**config.mk**
```make
export PLATFORM = sky130hd
export DESIGN_NAME = board_input_capture
export DESIGN_NICKNAME = d
export VERILOG_FILES = /design/src/rtl/board_input_pkg.sv /design/src/rtl/input_debouncer.sv /design/src/rtl/board_input_capture.sv
export SDC_FILE = /design/constraint.sdc
export NUM_CORES = 1
export LEC_CHECK = 0
export CORE_AREA = 5 5 122 124
export CTS_BUF_LIST = sky130_fd_sc_hd__clkbuf_4 sky130_fd_sc_hd__clkbuf_8 sky130_fd_sc_hd__clkbuf_16
export DETAILED_ROUTE_END_ITERATION = 10
export DIE_AREA = 0 0 127 129
export GPL_TIMING_DRIVEN = 0
export HOLD_SLACK_MARGIN = 0.06
export PLACE_DENSITY = 0.77
export SYNTH_ARGS = -nofsm -noshare
export SYNTH_HDL_FRONTEND = slang
export SYNTH_HIERARCHICAL = 1
export SYNTH_SLANG_ARGS = --single-unit
```
**constraint.sdc**
```tcl
create_clock -name clk -period 2.2 [get_ports clk]
set_input_delay 0.66 -clock clk [delete_from_list [all_inputs] [get_ports clk]]
set_output_delay 0.66 -clock clk [all_outputs]
set_load 0.02 [all_outputs]
```
**src/rtl/board_input_pkg.sv**
```systemverilog
// Shared widths, status-word field positions and helpers for the DE2i-150 board input capture block.
package board_input_pkg;

    localparam int N_BUTTONS  = 4;
    localparam int N_SWITCHES = 18;
    localparam int STATUS_W   = 16;
    localparam int SWITCH_W   = 32;

    localparam int LEVEL_LSB  = 0;
    localparam int STICKY_LSB = 4;
    localparam int COUNT_LSB  = 8;

    typedef struct packed {
        logic [7:0]           press_count;
        logic [N_BUTTONS-1:0] sticky;
        logic [N_BUTTONS-1:0] btn_level;
    } status_t;

    function automatic logic [7:0] popcount(input logic [N_BUTTONS-1:0] v);
        logic [7:0] n;
        n = '0;
        for (int i = 0; i < N_BUTTONS; i++) begin
            n = n + {7'b0, v[i]};
        end
        return n;
    endfunction

endpackage

```
**src/rtl/input_debouncer.sv**
```systemverilog
// Two-flop synchronizer plus tick-sampled history debouncer for one raw board input.
// RESET_VAL is the idle level of the raw pin; it is also inverted away so the level reads 1 when active.
module input_debouncer
    import board_input_pkg::*;
#(
    parameter int   N_SAMPLES = 3,
    parameter logic RESET_VAL = 1'b0
) (
    input  logic clk,
    input  logic reset_n,
    input  logic tick,
    input  logic raw,
    output logic level
);

    logic                 sync_a;
    logic                 sync_b;
    logic                 sample;
    logic [N_SAMPLES-1:0] history;

    always_ff @(posedge clk or negedge reset_n) begin
        if (!reset_n) begin
            sync_a <= RESET_VAL;
            sync_b <= RESET_VAL;
        end else begin
            sync_a <= raw;
            sync_b <= sync_a;
        end
    end

    assign sample = sync_b ^ RESET_VAL;

    always_ff @(posedge clk or negedge reset_n) begin
        if (!reset_n) begin
            history <= '0;
        end else if (tick) begin
            history <= {history[N_SAMPLES-2:0], sample};
        end
    end

    // Flip only once the whole history agrees on the opposite value; any bounce restarts the run.
    always_ff @(posedge clk or negedge reset_n) begin
        if (!reset_n) begin
            level <= 1'b0;
        end else if (history == {N_SAMPLES{~level}}) begin
            level <= ~level;
        end
    end

endmodule

```
**src/rtl/board_input_capture.sv**
```systemverilog
// Pushbutton/switch conditioner feeding the PCIe PIO input ports: debounce, sticky press flags, press counter.
// Optional registered irq output is enabled by defining BOARD_INPUT_IRQ_EN.
module board_input_capture
    import board_input_pkg::*;
#(
    parameter int DEBOUNCE_CYCLES = 50000,
    parameter int N_SAMPLES       = 3
) (
    input  logic                  clk,
    input  logic                  reset_n,
    input  logic [N_BUTTONS-1:0]  key_n,
    input  logic [N_SWITCHES-1:0] sw_raw,
    input  logic                  ack_toggle,
    output logic [STATUS_W-1:0]   status_word,
`ifdef BOARD_INPUT_IRQ_EN
    output logic [SWITCH_W-1:0]   switch_word,
    output logic                  irq
`else
    output logic [SWITCH_W-1:0]   switch_word
`endif
);

    localparam int CW = $clog2(DEBOUNCE_CYCLES);

    logic [CW-1:0]         presc;
    logic                  tick;
    logic [N_BUTTONS-1:0]  btn_level;
    logic [N_BUTTONS-1:0]  level_prev;
    logic [N_BUTTONS-1:0]  rise;
    logic [N_BUTTONS-1:0]  sticky;
    logic [7:0]            press_count;
    logic                  ack_q;
    logic                  ack_edge;
    logic [N_SWITCHES-1:0] sw_level;
    status_t               status_s;

    assign tick = (presc == CW'(DEBOUNCE_CYCLES - 1));

    always_ff @(posedge clk or negedge reset_n) begin
        if (!reset_n) begin
            presc <= '0;
        end else begin
            presc <= tick ? '0 : presc + CW'(1);
        end
    end

    // Keys idle high and are active-low, so their synchronizers reset to 1 and the level is inverted.
    for (genvar b = 0; b < N_BUTTONS; b++) begin : g_btn
        input_debouncer #(.N_SAMPLES(N_SAMPLES), .RESET_VAL(1'b1)) u_deb (
            .clk     (clk),
            .reset_n (reset_n),
            .tick    (tick),
            .raw     (key_n[b]),
            .level   (btn_level[b])
        );
    end

    for (genvar s = 0; s < N_SWITCHES; s++) begin : g_sw
        input_debouncer #(.N_SAMPLES(N_SAMPLES), .RESET_VAL(1'b0)) u_deb (
            .clk     (clk),
            .reset_n (reset_n),
            .tick    (tick),
            .raw     (sw_raw[s]),
            .level   (sw_level[s])
        );
    end

    assign rise     = btn_level & ~level_prev;
    assign ack_edge = ack_toggle ^ ack_q;

    // A rise in the same cycle as an ack edge wins, so a press is never lost to the host.
    always_ff @(posedge clk or negedge reset_n) begin
        if (!reset_n) begin
            level_prev  <= '0;
            ack_q       <= 1'b0;
            sticky      <= '0;
            press_count <= '0;
        end else begin
            level_prev  <= btn_level;
            ack_q       <= ack_toggle;
            sticky      <= (ack_edge ? '0 : sticky) | rise;
            press_count <= press_count + popcount(rise);
        end
    end

    assign status_s.press_count = press_count;
    assign status_s.sticky      = sticky;
    assign status_s.btn_level   = btn_level;
    assign status_word          = status_s;
    assign switch_word          = {{(SWITCH_W - N_SWITCHES){1'b0}}, sw_level};

`ifdef BOARD_INPUT_IRQ_EN
    always_ff @(posedge clk or negedge reset_n) begin
        if (!reset_n) begin
            irq <= 1'b0;
        end else begin
            irq <= |sticky;
        end
    end
`endif

endmodule

```
# ---- Word level (Yosys, flattened, before mapping)
# Cells that the tools add are included.
dict set report op_classes {
  n_addsub 5
  bitwise 30
  n_mux 2
  eq_ne 23
}
# op count
set ops {}
lappend ops {{equality test 3 bit} 22}
lappend ops {{NOT 1 bit} 26}
lappend ops {{adder 16 x 1 -> 16 bit (second input constant)} 1}
lappend ops {{equality test 16 bit (second input constant)} 1}
lappend ops {{two-way mux 16 bit} 1}
lappend ops {{adder 8 x 4 -> 8 bit} 1}
lappend ops {{adder 3 x 1 -> 4 bit} 1}
lappend ops {{bitwise AND 4 bit} 1}
lappend ops {{two-way mux 4 bit} 1}
lappend ops {{NOT 4 bit} 1}
lappend ops {{bitwise OR 4 bit} 1}
lappend ops {{adder 2 x 1 -> 3 bit} 1}
lappend ops {{adder 1 x 1 -> 2 bit} 1}
lappend ops {{XOR 1 bit} 1}
dict set report totals {
  register_bits 165
  elab_cells 153
}

# ---- Logic depth before layout (Yosys ltp)
dict set report depth {
  word_depth 6
  ltp_mapped 8
  depth_no_buf 8
}

# ---- By module
# The synthesis kept the hierarchy.
# mod area_per_inst_um2 instances cells_each
set modules_own_cells {}
lappend modules_own_cells {{input_debouncer (g_sw[0].u_deb ...)} 200.2 18 14}
lappend modules_own_cells {board_input_capture 1576.5 1 137}
lappend modules_own_cells {{input_debouncer (g_btn[0].u_deb ...)} 202.7 4 14}

# ---- Worst setup path before layout
# Ideal clock, no wire load.
dict set report synth_timing {
  kind {register to register}
  from {reg g_btn[0].u_deb.level}
  to {reg press_count[6]}
  arrival_time_ns 2.342
  required_time_ns 2.071
  setup_slack_ns -0.271
  path_stages_with_launch 8
  path_cell_list {dfrtp_1 nand2b_1 fa_1 fa_1 fa_1 nor2_1 nand3_1 xnor2_1}
}
dict set report synth_between {
  elab_chain_len 5
}
# item line_no
set synth_lines {}
lappend synth_lines {{from (decl)} input_debouncer.sv:13} ;# output logic level
lappend synth_lines {{from (signal assigned)} input_debouncer.sv:46} ;# level <= ~level;
lappend synth_lines {{bitwise AND 4 bit} board_input_capture.sv:68} ;# assign rise = btn_level & ~level_prev;
lappend synth_lines {{adder 1 x 1 -> 2 bit} board_input_pkg.sv:23} ;# n = n + {7'b0, v[i]};
lappend synth_lines {{adder 2 x 1 -> 3 bit} board_input_pkg.sv:23}
lappend synth_lines {{adder 3 x 1 -> 4 bit} board_input_pkg.sv:23}
lappend synth_lines {{adder 8 x 4 -> 8 bit} board_input_capture.sv:82} ;# press_count <= press_count + popcount(rise);
lappend synth_lines {{to (signal assigned)} board_input_capture.sv:82}
lappend synth_lines {{to (decl)} board_input_capture.sv:31} ;# logic [7:0] press_count;
# Every way passes these cells.
# A chain may end at the register's enable or synchronous reset.

# ---- Final worst setup path
dict set report layout_timing {
  from {reg level_prev[3]}
  to {reg press_count[6]}
}
dict set report layout_between {
  elab_chain_len 4
}
# item line_no
set layout_lines {}
lappend layout_lines {{from (decl)} board_input_capture.sv:28} ;# logic [N_BUTTONS-1:0] level_prev;
lappend layout_lines {{from (signal assigned)} board_input_capture.sv:79} ;# level_prev <= btn_level;
lappend layout_lines {{NOT 4 bit} board_input_capture.sv:68}
lappend layout_lines {{bitwise AND 4 bit} board_input_capture.sv:68}
lappend layout_lines {{adder 3 x 1 -> 4 bit} board_input_pkg.sv:23}
lappend layout_lines {{adder 8 x 4 -> 8 bit} board_input_capture.sv:82}
# Every way passes these cells.

==> impl_metrics.py <==
metrics = {
    "worst_setup_path": {
        "rr_worst_depth": 7,
        "cp.arrival_ns": 2.48,
        "crit_path_max_fanout": 2,
        "end_kind": "flop",
        "startpoint_type": "flop",
        "crit_required_ns": 2.51,
        "crit_type": "flop to flop",
    },
    "layout": {
        "syn_to_final_growth_pct": 26.8,
        "drive_gt1_share_pct": 21.6,
        "fillers": 1149,
        "fin_nets": 567,
        "diodes": 0,
        "stdcell_area_mm2": 0.00760,
    },
    "routing": {
        "drtPass1Iterations": 4,
        "drt_iter0_drc": 233,
        "ant_nets": 0,
        "num_vias": 3462,
        "routed_wirelength_um": 9570,
        "wire_per_inst_um": 13.1,
        "vias_per_cell": 4.74,
        "drt_drc_violations_left": 0,
    },
    "yosys": {
        "yosys_warnings": 6,
        "syn_area_mm2": 0.00599,
        "synth_edf_count": 0,
        "synth_flop_cell": "dfrtp_1",
        "synth.yosys.seq_area_share_pct": 69.1,
        "synthCells": 445,
        "synth_area_per_cell_um2": 13.5,
        "synth-seq-cells": 165,
        "synth-async-reset-ratio_pct": 100,
        "ys_types": 31,
    },
    "clock_tree": {
        "clock_sinks": 165,
        "cts-hold-fix-buffers": 0,
        "clk_pin_slew_worst_paths_ns": 0.06,
        "h-tree-depth": 4,
        "cts_made_buffers": 17,
        "root_buffer": "clkbuf_16",
        "clk_latency_ns": 0.42,
        "cts_tree": "done",
        "cts_buffer_depth": 2,
    },
    "power_and_ir_drop": {
        "power_frac_comb_pct": 2.3,
        "swShare_pct": 19.4,
        "power_frac_seq_pct": 47.8,
        "power_density_mw_per_mm2": 851,
        "clockPowerShare_pct": 49.9,
        "max-vdd-ir-drop_mv": 0.500,
        "p_leak_nw": 3.47,
        "switching_power_mw": 1.26,
        "p_int_mw": 5.21,
    },
    "global_route": {
        "overflow": 0,
        "grt_max_degree": 98,
        "grt_use_total_pct": 12.9,
        "antenna_found_initial": 0,
        "grt_pass1_wl_um": 16600,
        "grt_pass1_vias": 3536,
    },
    "die": {
        "die_w_um": 127,
        "die_area_mm2": 0.0164,
        "num_io_pins": 73,
        "start_util_pct": 43.8,
        "die_h_um": 129,
        "placementRows": 43,
        "coreArea_mm2": 0.0137,
    },
    "timing": {
        "report.final.setup_viol": 0,
        "skew_ns": 0.00496,
        "finalCritPeriodShare_pct": 98.7,
        "slew_viol_final": 0,
        "slew_headroom_pct": 50.5,
        "grt_setup_unrepaired": "true",
        "finalHoldViolations": 0,
        "fmax_mhz": 461,
        "tightestPinTransition_ns": 0.742,
        "fin_crit_ns": 2.17,
        "fin_tns_setup_ns": 0,
        "fin_ws_ns": 0.0297,
    },
    "place": {
        "gp_congestion": 0.689,
        "place_worst_setup_slack_ns": -0.0504,
        "dpl-instance-area_mm2": 0.00689,
        "port_buffers": 58,
        "dpl.hpwl_um": 6040,
    },
    "job": {
        "drv_cap": 0,
    },
    "worst_hold_path": {
        "hp-class": "primary input to asynchronous set/reset pin",
    },
    "run_status": {
        "status": "finished, final reports clean",
    },
}
worst max-delay path: stages, from the launching register on:
cell	delay, ns
dfrtp_1	0.35
nand2b_4	0.14
fa_1	0.49
fa_2	0.37
fa_2	0.39
nor2_4	0.12
nand3_2	0.08
xnor2_1	0.13
flip-flops by register name, summed over array words and instances, names as in the netlist:
name	count
g_btn.u_deb/sync_b	4
sticky	4
g_sw.u_deb/history	54
press_count	8
ack_q	1
g_btn.u_deb/level	4
g_btn.u_deb/sync_a	4
presc	16
level_prev	4
g_sw.u_deb/sample	18
g_btn.u_deb/history	12
g_sw.u_deb/level	18
g_sw.u_deb/sync_a	18
synth_stat cells (6+ instances only):
master,number,area [µm²]
buf_4,15,113
a21oi_1,26,130
mux2_2,44,495
dfrtp_1,157,3930
o21ai_0,63,315
xnor2_1,12,105
nand2_1,31,116
nor2_1,14,52.6
dfstp_2,8,210
xor2_1,8,70.1
nand4_1,6,37.5
inv_1,28,105
path summary, 6_finish.rpt:
check / start / end / slack, ns
worst max-delay path: level_prev[3] / press_count[6] / 0.03
worst min-delay path: reset_n / g_sw[0].u_deb/sync_a / 0.25
worst max register to register: level_prev[3] / press_count[6] / 0.03
worst min register to register: g_sw[8].u_deb/sync_a / g_sw[8].u_deb/sample / 0.35
max in group asynchronous: reset_n / g_btn[3].u_deb/sync_a / 1.03
min in group clk: g_sw[8].u_deb/sync_a / g_sw[8].u_deb/sample / 0.35
what timing repair did:
| action | in CTS | in global routing |
|---|---|---|
| setup buffers | 0 | 1 |
| cloned | 0 | 0 |
| setup endpoints to repair | 45 | 47 |
| resized for setup | 4 | 5 |
cells by family (layout without fill, tap and decap cells):
family                     Yosys count  after routing  synth area share (%)
and+or+nand+nor                     75             75                  6.68
adders and majority gates            5              5                  1.42
xor gates and xnor gates            20             20                  2.92
AOI/OAI and AO/OA                   91             91                  7.73
muxes                               44             44                  8.27
other                                1             14                0.0626
DFF                                165            165                  69.1
buffers and inverters               44            136                  3.82
cell usage in the layout (no fill, tap or decap), types with 12 or more instances in the layout:
cell	synthesis	routed
o21ai_0	63	63
buf_4	15	16
nand2_1	31	31
clkbuf_16	0	18
conb_1	1	14
nor2_1	14	13
clkdlybuf4s50_1	0	56
inv_1	28	28
dfrtp_1	157	154
mux2_2	44	44
xnor2_1	12	12
a21oi_1	26	26
power by group through the flow:
stage | Combinational, mW | Sequential [mW] | Clock, mW
floorplan | 0.0425 | 3.15 | 0
detailed placement | 0.153 | 3.15 | 0
CTS | 0.154 | 3.09 | 3.32
global route | 0.169 | 3.09 | 3.45
global placement | 0.143 | 3.15 | 0
finish | 0.149 | 3.09 | 3.23
layout make-up:
cell class | instances | area, µm² | share of cell area (%)
clock buffer | 20 | 454 | 5.98
tap | 180 | 225 | 2.96
sequential | 165 | 4140 | 54.5
multi-input combinational | 249 | 1710 | 22.5
inverter | 28 | 105 | 1.38
timing repair buffer | 60 | 619 | 8.15
buffer | 16 | 138 | 1.81
clock inverter | 12 | 203 | 2.67
through the flow:
stage / power [mW] / util, % / hold WS [ns] / instances
2_1_floorplan: 3.19 / - / 0.331 / 458
3_3_place_gp: 3.29 / 50.2 / 0.333 / 696
3_5_place_dp: 3.30 / 50.4 / 0.335 / 697
4_1_cts: 6.57 / 55.4 / 0.280 / 729
5_1_grt: 6.72 / 55.6 / 0.328 / 730
6_report: 6.47 / 55.6 / 0.245 / 730
metal layers:
layer	track usage, %	wire, µm	share of wire [%]	vias to the layer above
met2	21.7	4930	52	57
met1	14.7	3990	42	1712
met3	4.23	430	4.5	17
met5	0	0	0	-
li1	-	-	-	1676
met4	6.56	210	2.2	0
Power figures use the tool's default switching activity.
